==> src/rtl/avr_uart_rx_monitor.sv <==
// 8N1 UART receiver for the AVR model's TXD line, buffering bytes in a small FWFT FIFO
// that is drained through a valid/ready handshake. Frame errors and overflow are sticky.
module avr_uart_rx_monitor #(
  parameter int unsigned CLKS_PER_BIT = 16,
  parameter int unsigned FIFO_AW      = 3
) (
  input  logic               clk,
  input  logic               rst_n,
  input  logic               rxd,
  input  logic               rd_ready,
  input  logic               clr_flags,
  output logic [7:0]         rd_data,
  output logic               rd_valid,
  output logic [FIFO_AW:0]   fifo_count,
  output logic               busy,
  output logic               frame_error,
  output logic               overflow
);

  localparam int unsigned CntW  = $clog2(CLKS_PER_BIT);
  localparam int unsigned Depth = 2 ** FIFO_AW;
  localparam logic [CntW-1:0]  HalfM1 = CntW'(CLKS_PER_BIT / 2 - 1);
  localparam logic [CntW-1:0]  FullM1 = CntW'(CLKS_PER_BIT - 1);
  localparam logic [FIFO_AW:0] FullCount = {1'b1, {FIFO_AW{1'b0}}};

  typedef enum logic [2:0] {StIdle, StStart, StData, StStop, StBreak} state_e;

  state_e            state_q, state_d;
  logic [CntW-1:0]   cnt_q, cnt_d;
  logic [2:0]        bit_q, bit_d;
  logic [7:0]        shift_q, shift_d;
  logic              sync1_q, rxs_q, rxs_d_q;
  logic              push, fe_set;

  logic [7:0]        mem [Depth];
  logic [FIFO_AW:0]  wp_q, rp_q;
  logic              full, pop, wr_en, ovf_set;
  logic              fe_q, ovf_q;

  // Synchronizer plus one extra stage for falling-edge detection; idle level is high.
  always_ff @(posedge clk or negedge rst_n) begin
    if (!rst_n) begin
      sync1_q <= 1'b1;
      rxs_q   <= 1'b1;
      rxs_d_q <= 1'b1;
    end else begin
      sync1_q <= rxd;
      rxs_q   <= sync1_q;
      rxs_d_q <= rxs_q;
    end
  end

  always_ff @(posedge clk or negedge rst_n) begin
    if (!rst_n) begin
      state_q <= StIdle;
      cnt_q   <= '0;
      bit_q   <= '0;
      shift_q <= '0;
    end else begin
      state_q <= state_d;
      cnt_q   <= cnt_d;
      bit_q   <= bit_d;
      shift_q <= shift_d;
    end
  end

  always_comb begin
    state_d = state_q;
    cnt_d   = cnt_q;
    bit_d   = bit_q;
    shift_d = shift_q;
    push    = 1'b0;
    fe_set  = 1'b0;
    case (state_q)
      StIdle: begin
        if (rxs_d_q && !rxs_q) begin
          state_d = StStart;
          cnt_d   = '0;
        end
      end
      StStart: begin
        if (cnt_q == HalfM1) begin
          cnt_d   = '0;
          bit_d   = '0;
          state_d = rxs_q ? StIdle : StData;
        end else begin
          cnt_d = cnt_q + 1'b1;
        end
      end
      StData: begin
        if (cnt_q == FullM1) begin
          cnt_d   = '0;
          shift_d = {rxs_q, shift_q[7:1]};
          bit_d   = bit_q + 3'd1;
          if (bit_q == 3'd7) state_d = StStop;
        end else begin
          cnt_d = cnt_q + 1'b1;
        end
      end
      StStop: begin
        if (cnt_q == FullM1) begin
          cnt_d = '0;
          if (rxs_q) begin
            push    = 1'b1;
            state_d = StIdle;
          end else begin
            fe_set  = 1'b1;
            state_d = StBreak;
          end
        end else begin
          cnt_d = cnt_q + 1'b1;
        end
      end
      StBreak: begin
        // Wait out a held-low line so it cannot look like a fresh start bit.
        if (rxs_q) state_d = StIdle;
      end
      default: state_d = StIdle;
    endcase
  end

  assign fifo_count = wp_q - rp_q;
  assign full       = (fifo_count == FullCount);
  assign rd_valid   = (fifo_count != '0);
  assign pop        = rd_valid && rd_ready;
  // A push into a full FIFO still succeeds when the head leaves in the same cycle.
  assign wr_en      = push && (!full || pop);
  assign ovf_set    = push && full && !pop;
  assign rd_data    = rd_valid ? mem[rp_q[FIFO_AW-1:0]] : 8'h00;

  always_ff @(posedge clk) begin
    if (wr_en) mem[wp_q[FIFO_AW-1:0]] <= shift_q;
  end

  always_ff @(posedge clk or negedge rst_n) begin
    if (!rst_n) begin
      wp_q  <= '0;
      rp_q  <= '0;
      fe_q  <= 1'b0;
      ovf_q <= 1'b0;
    end else begin
      if (wr_en) wp_q <= wp_q + 1'b1;
      if (pop)   rp_q <= rp_q + 1'b1;
      fe_q  <= fe_set  || (fe_q  && !clr_flags);
      ovf_q <= ovf_set || (ovf_q && !clr_flags);
    end
  end

  assign busy        = (state_q != StIdle);
  assign frame_error = fe_q;
  assign overflow    = ovf_q;

endmodule

==> config.mk <==
export PLATFORM = sky130hd
export DESIGN_NAME = avr_uart_rx_monitor
export DESIGN_NICKNAME = d
export VERILOG_FILES = /design/src/rtl/avr_uart_rx_monitor.sv
export SDC_FILE = /design/constraint.sdc
export NUM_CORES = 1
export LEC_CHECK = 0
export BUFFER_PORTS_ARGS = -buffer_cell sky130_fd_sc_hd__buf_2
export CORE_MARGIN = 10
export CORE_UTILIZATION = 54
export DETAILED_ROUTE_END_ITERATION = 8
export GPL_TIMING_DRIVEN = 0
export PLACE_DENSITY = 0.84
export RECOVER_POWER = 25
export SYNTH_ARGS = -nofsm -noshare
export SYNTH_HDL_FRONTEND = slang
export SYNTH_SLANG_ARGS = --single-unit
==> constraint.sdc <==
create_clock -name clk -period 3.3 [get_ports clk]
set_input_delay 0.33 -clock clk [delete_from_list [all_inputs] [get_ports clk]]
set_output_delay 0.33 -clock clk [all_outputs]
set_load 0.01 [all_outputs]
==> results.toml <==
[layout]
areaGrowthSynthToFinish_pct = 13.8
nFillCells = 540
final_nets = 303
diodes = 0
drive_gt1_frac = 0.327
most-common-layout-cells = "edfxtp_1 (64), dfrtp_1 (28), nand2_1 (24)"
final_common_cell = "edfxtp_1"
stdcell_area_sq_um = 4610

[hold_path]
whs_endpoint = "sync1_q"
hold_path_class = "input port to flip-flop"
whs_path_depth = 1
min_from = "rxd"

[power]
power_density_nw_per_um2 = 719
p_leak_nw = 1.73
irDropWorstVdd_mv = 0.435
power.total_mw = 3.32

[sta]
tightest_slew_ns = 1.74
timing.final.crit_share = 0.963
rsz0062_at_grt = "false"
finalMaxSlewViolations = 32
hold_violations = 0
max_freq_ghz = 0.315
post-route-min-period_ns = 3.18
setup_viol = 0
skew_ns = 0.0120
slew_headroom = -0.159
fin_hold_ws_ns = 0.0682

[critical_path]
arrival_ns = 2.85
r2r_end = "mem[5][7]"
crit_type = "flip-flop to output pin"
r2r_slack_ns = 0.19
end_kind = "output pin"
path_max_fanout = 10
r2r_cells = 9
start_kind = "flip-flop"
r2r-start = "rp_q[1]"
critPathRequiredTime_ns = 2.97

[drt]
drt_pass1_iterations = 5
routed_wl_mm = 7.24
postRouteAntennaNets = 0
drt_iter0_markers = 180
wl_per_cell_microns = 18.4
vias_per_cell = 5.76
drc = 0
vias = 2265

[yosys]
yosysSeqAreaShare = 0.667
synthCells = 255
synth_warnings = 0
synth.distinct_cells = 47
synth-seq-cells = 95
syn_avg_cell_area_sq_um = 15.9
syn_nets = 269
synth_area_sq_um = 4050

[placed_design]
io_buffers = 20
hpwl_mm = 4.96
gp_congestion = 0.771
place_area_sq_um = 4290

[floorplanning]
fp.dieW_microns = 107
num_io_pins = 21
rows = 31
die_y_microns = 107
initial_utilization = 0.556
die_area_sq_um = 11400
core_sq_um = 7290

[cts]
numCtsBuffers = 9
cts_tree = "built"
cts_root_buffer = "clkbuf_8"
clk_pin_slew_worst_paths_ns = 0.10
clockBufferDepth = 2
ctsHoldBuffers = 0
cts_sinks = 95
ctsHtreeMaxLevel = 3
clock_latency_ns = 0.36

[global_route]
grt_overflow = 0
first_global_vias = 2317
grt_max_degree = 32
track_usage = 0.134
grt_pass1_wl_mm = 12.0
antenna_found_initial = 0

[status]
status = "complete, but fails checks"
violations = "capacitance limit, slew limit"

[flow_run]
maxCapViolations = 1
==> layout make-up <==
class,count,area [sq um],share of cell area
multi-input cells,140,1350,0.293
clock inverters,7,66.3,0.0144
clock buffers,9,124,0.0269
flip-flops and latches,95,2700,0.586
inverters,10,40.0,0.00868
well taps,99,124,0.0269
plain buffers,9,50.0,0.0109
repair buffers,24,154,0.0334
==> metrics by stage <==
| stage | utilization | cells | setup slack, ns | TNS (ns) |
|---|---|---|---|---|
| finish | 0.632 | 393 | 0.121 | 0 |
| floorplan | - | 255 | 0.0353 | 0 |
| global placement | 0.589 | 374 | -0.636 | -25.18 |
| global route | 0.632 | 393 | 0.00471 | 0 |
| detailed placement | 0.589 | 374 | -0.795 | -31.97 |
| CTS | 0.622 | 389 | 0.00253 | 0 |
==> registers in the layout (all words and copies together) (netlist names) <==
name         cells
overflow         1
shift_q          8
state_q          3
rxs_q            1
mem             64
frame_error      1
rxs_d_q          1
bit_q            3
cnt_q            4
sync1_q          1
rp_q             4
wp_q             4
==> synthesized netlist by cell type, drive strengths merged <==
library cell | instances | area share
edfxtp | 64 | 0.47
dfrtp | 28 | 0.17
nand2 | 26 | 0.027
mux4 | 16 | 0.089
mux2 | 12 | 0.035
a21oi | 11 | 0.014
nor2 | 11 | 0.012
inv | 10 | 0.0099
ha | 8 | 0.025
xnor2 | 7 | 0.017
buf | 6 | 0.0077
nor3 | 6 | 0.0074
o21ai | 5 | 0.0062
clkbuf | 4 | 0.0037
nand3 | 4 | 0.0049
a211oi | 3 | 0.0056
a22o | 3 | 0.0065
and3 | 3 | 0.0059
dfstp | 3 | 0.019
nor4 | 3 | 0.0083
or3 | 3 | 0.0059
a21o | 2 | 0.0037
nand2b | 2 | 0.0031
nor3b | 2 | 0.0037
o31ai | 2 | 0.0037
xor2 | 2 | 0.0043
a211o | 1 | 0.0043
a311o | 1 | 0.0025
and3b | 1 | 0.0022
fa | 1 | 0.0049
nand4 | 1 | 0.0015
nor2b | 1 | 0.0015
nor4b | 1 | 0.0022
o22ai | 1 | 0.0015
o32ai | 1 | 0.0040
==> worst max path at each step <==
stage,start,endpoint,slack (ns),cells after the start
4_1_cts,rp_q[1],rd_data[3],0.003,9
2_1_floorplan,rp_q[1],mem[2][0],0.04,9
3_3_place_gp,rp_q[1],mem[2][6],-0.64,9
3_5_place_dp,rp_q[1],mem[2][6],-0.80,9
5_1_grt,rp_q[1],mem[5][7],0.005,9
6_report,rp_q[2],rd_data[2],0.12,9
==> critical path, cell delays in order (launching register included) <==
cell and delay (ns):
dfrtp_1 0.63, inv_2 0.23, ha_1 0.37, and3b_1 0.22, or3_4 0.40, nand2_1 0.14
nor2_4 0.05, buf_12 0.14, a21oi_1 0.15, buf_2 0.16
==> cell families after synthesis <==
kind of cell / count (synthesis) / synth area share
DFF: 95 / 0.667
and+or+nand+nor: 64 / 0.0852
AOI/OAI and AO/OA: 30 / 0.0516
muxes: 28 / 0.124
buffers and inverters: 20 / 0.0213
xor gates and xnor gates: 9 / 0.0213
adders and majority gates: 9 / 0.0296
==> power breakdown <==
part | leakage [nW] | internal (mW) | switching, mW
combinational | 0.646 | 0.532 | 0.620
sequential | 0.984 | 1.34 | 0.0967
clock | 0.0978 | 0.293 | 0.434
==> per-layer routing <==
| layer | share of wire | global-route usage |
|---|---|---|
| met5 | 0 | 0 |
| met4 | 0.016 | 0.0571 |
| met3 | 0.040 | 0.0305 |
| met2 | 0.51 | 0.216 |
| met1 | 0.44 | 0.170 |
==> timing repair <==
action,in CTS,in global routing
endpoints found under the setup margin,73,65
pin swaps,0,3
setup buffers,0,4
gates resized for setup,12,6
(Power assumes the default switching activity.)
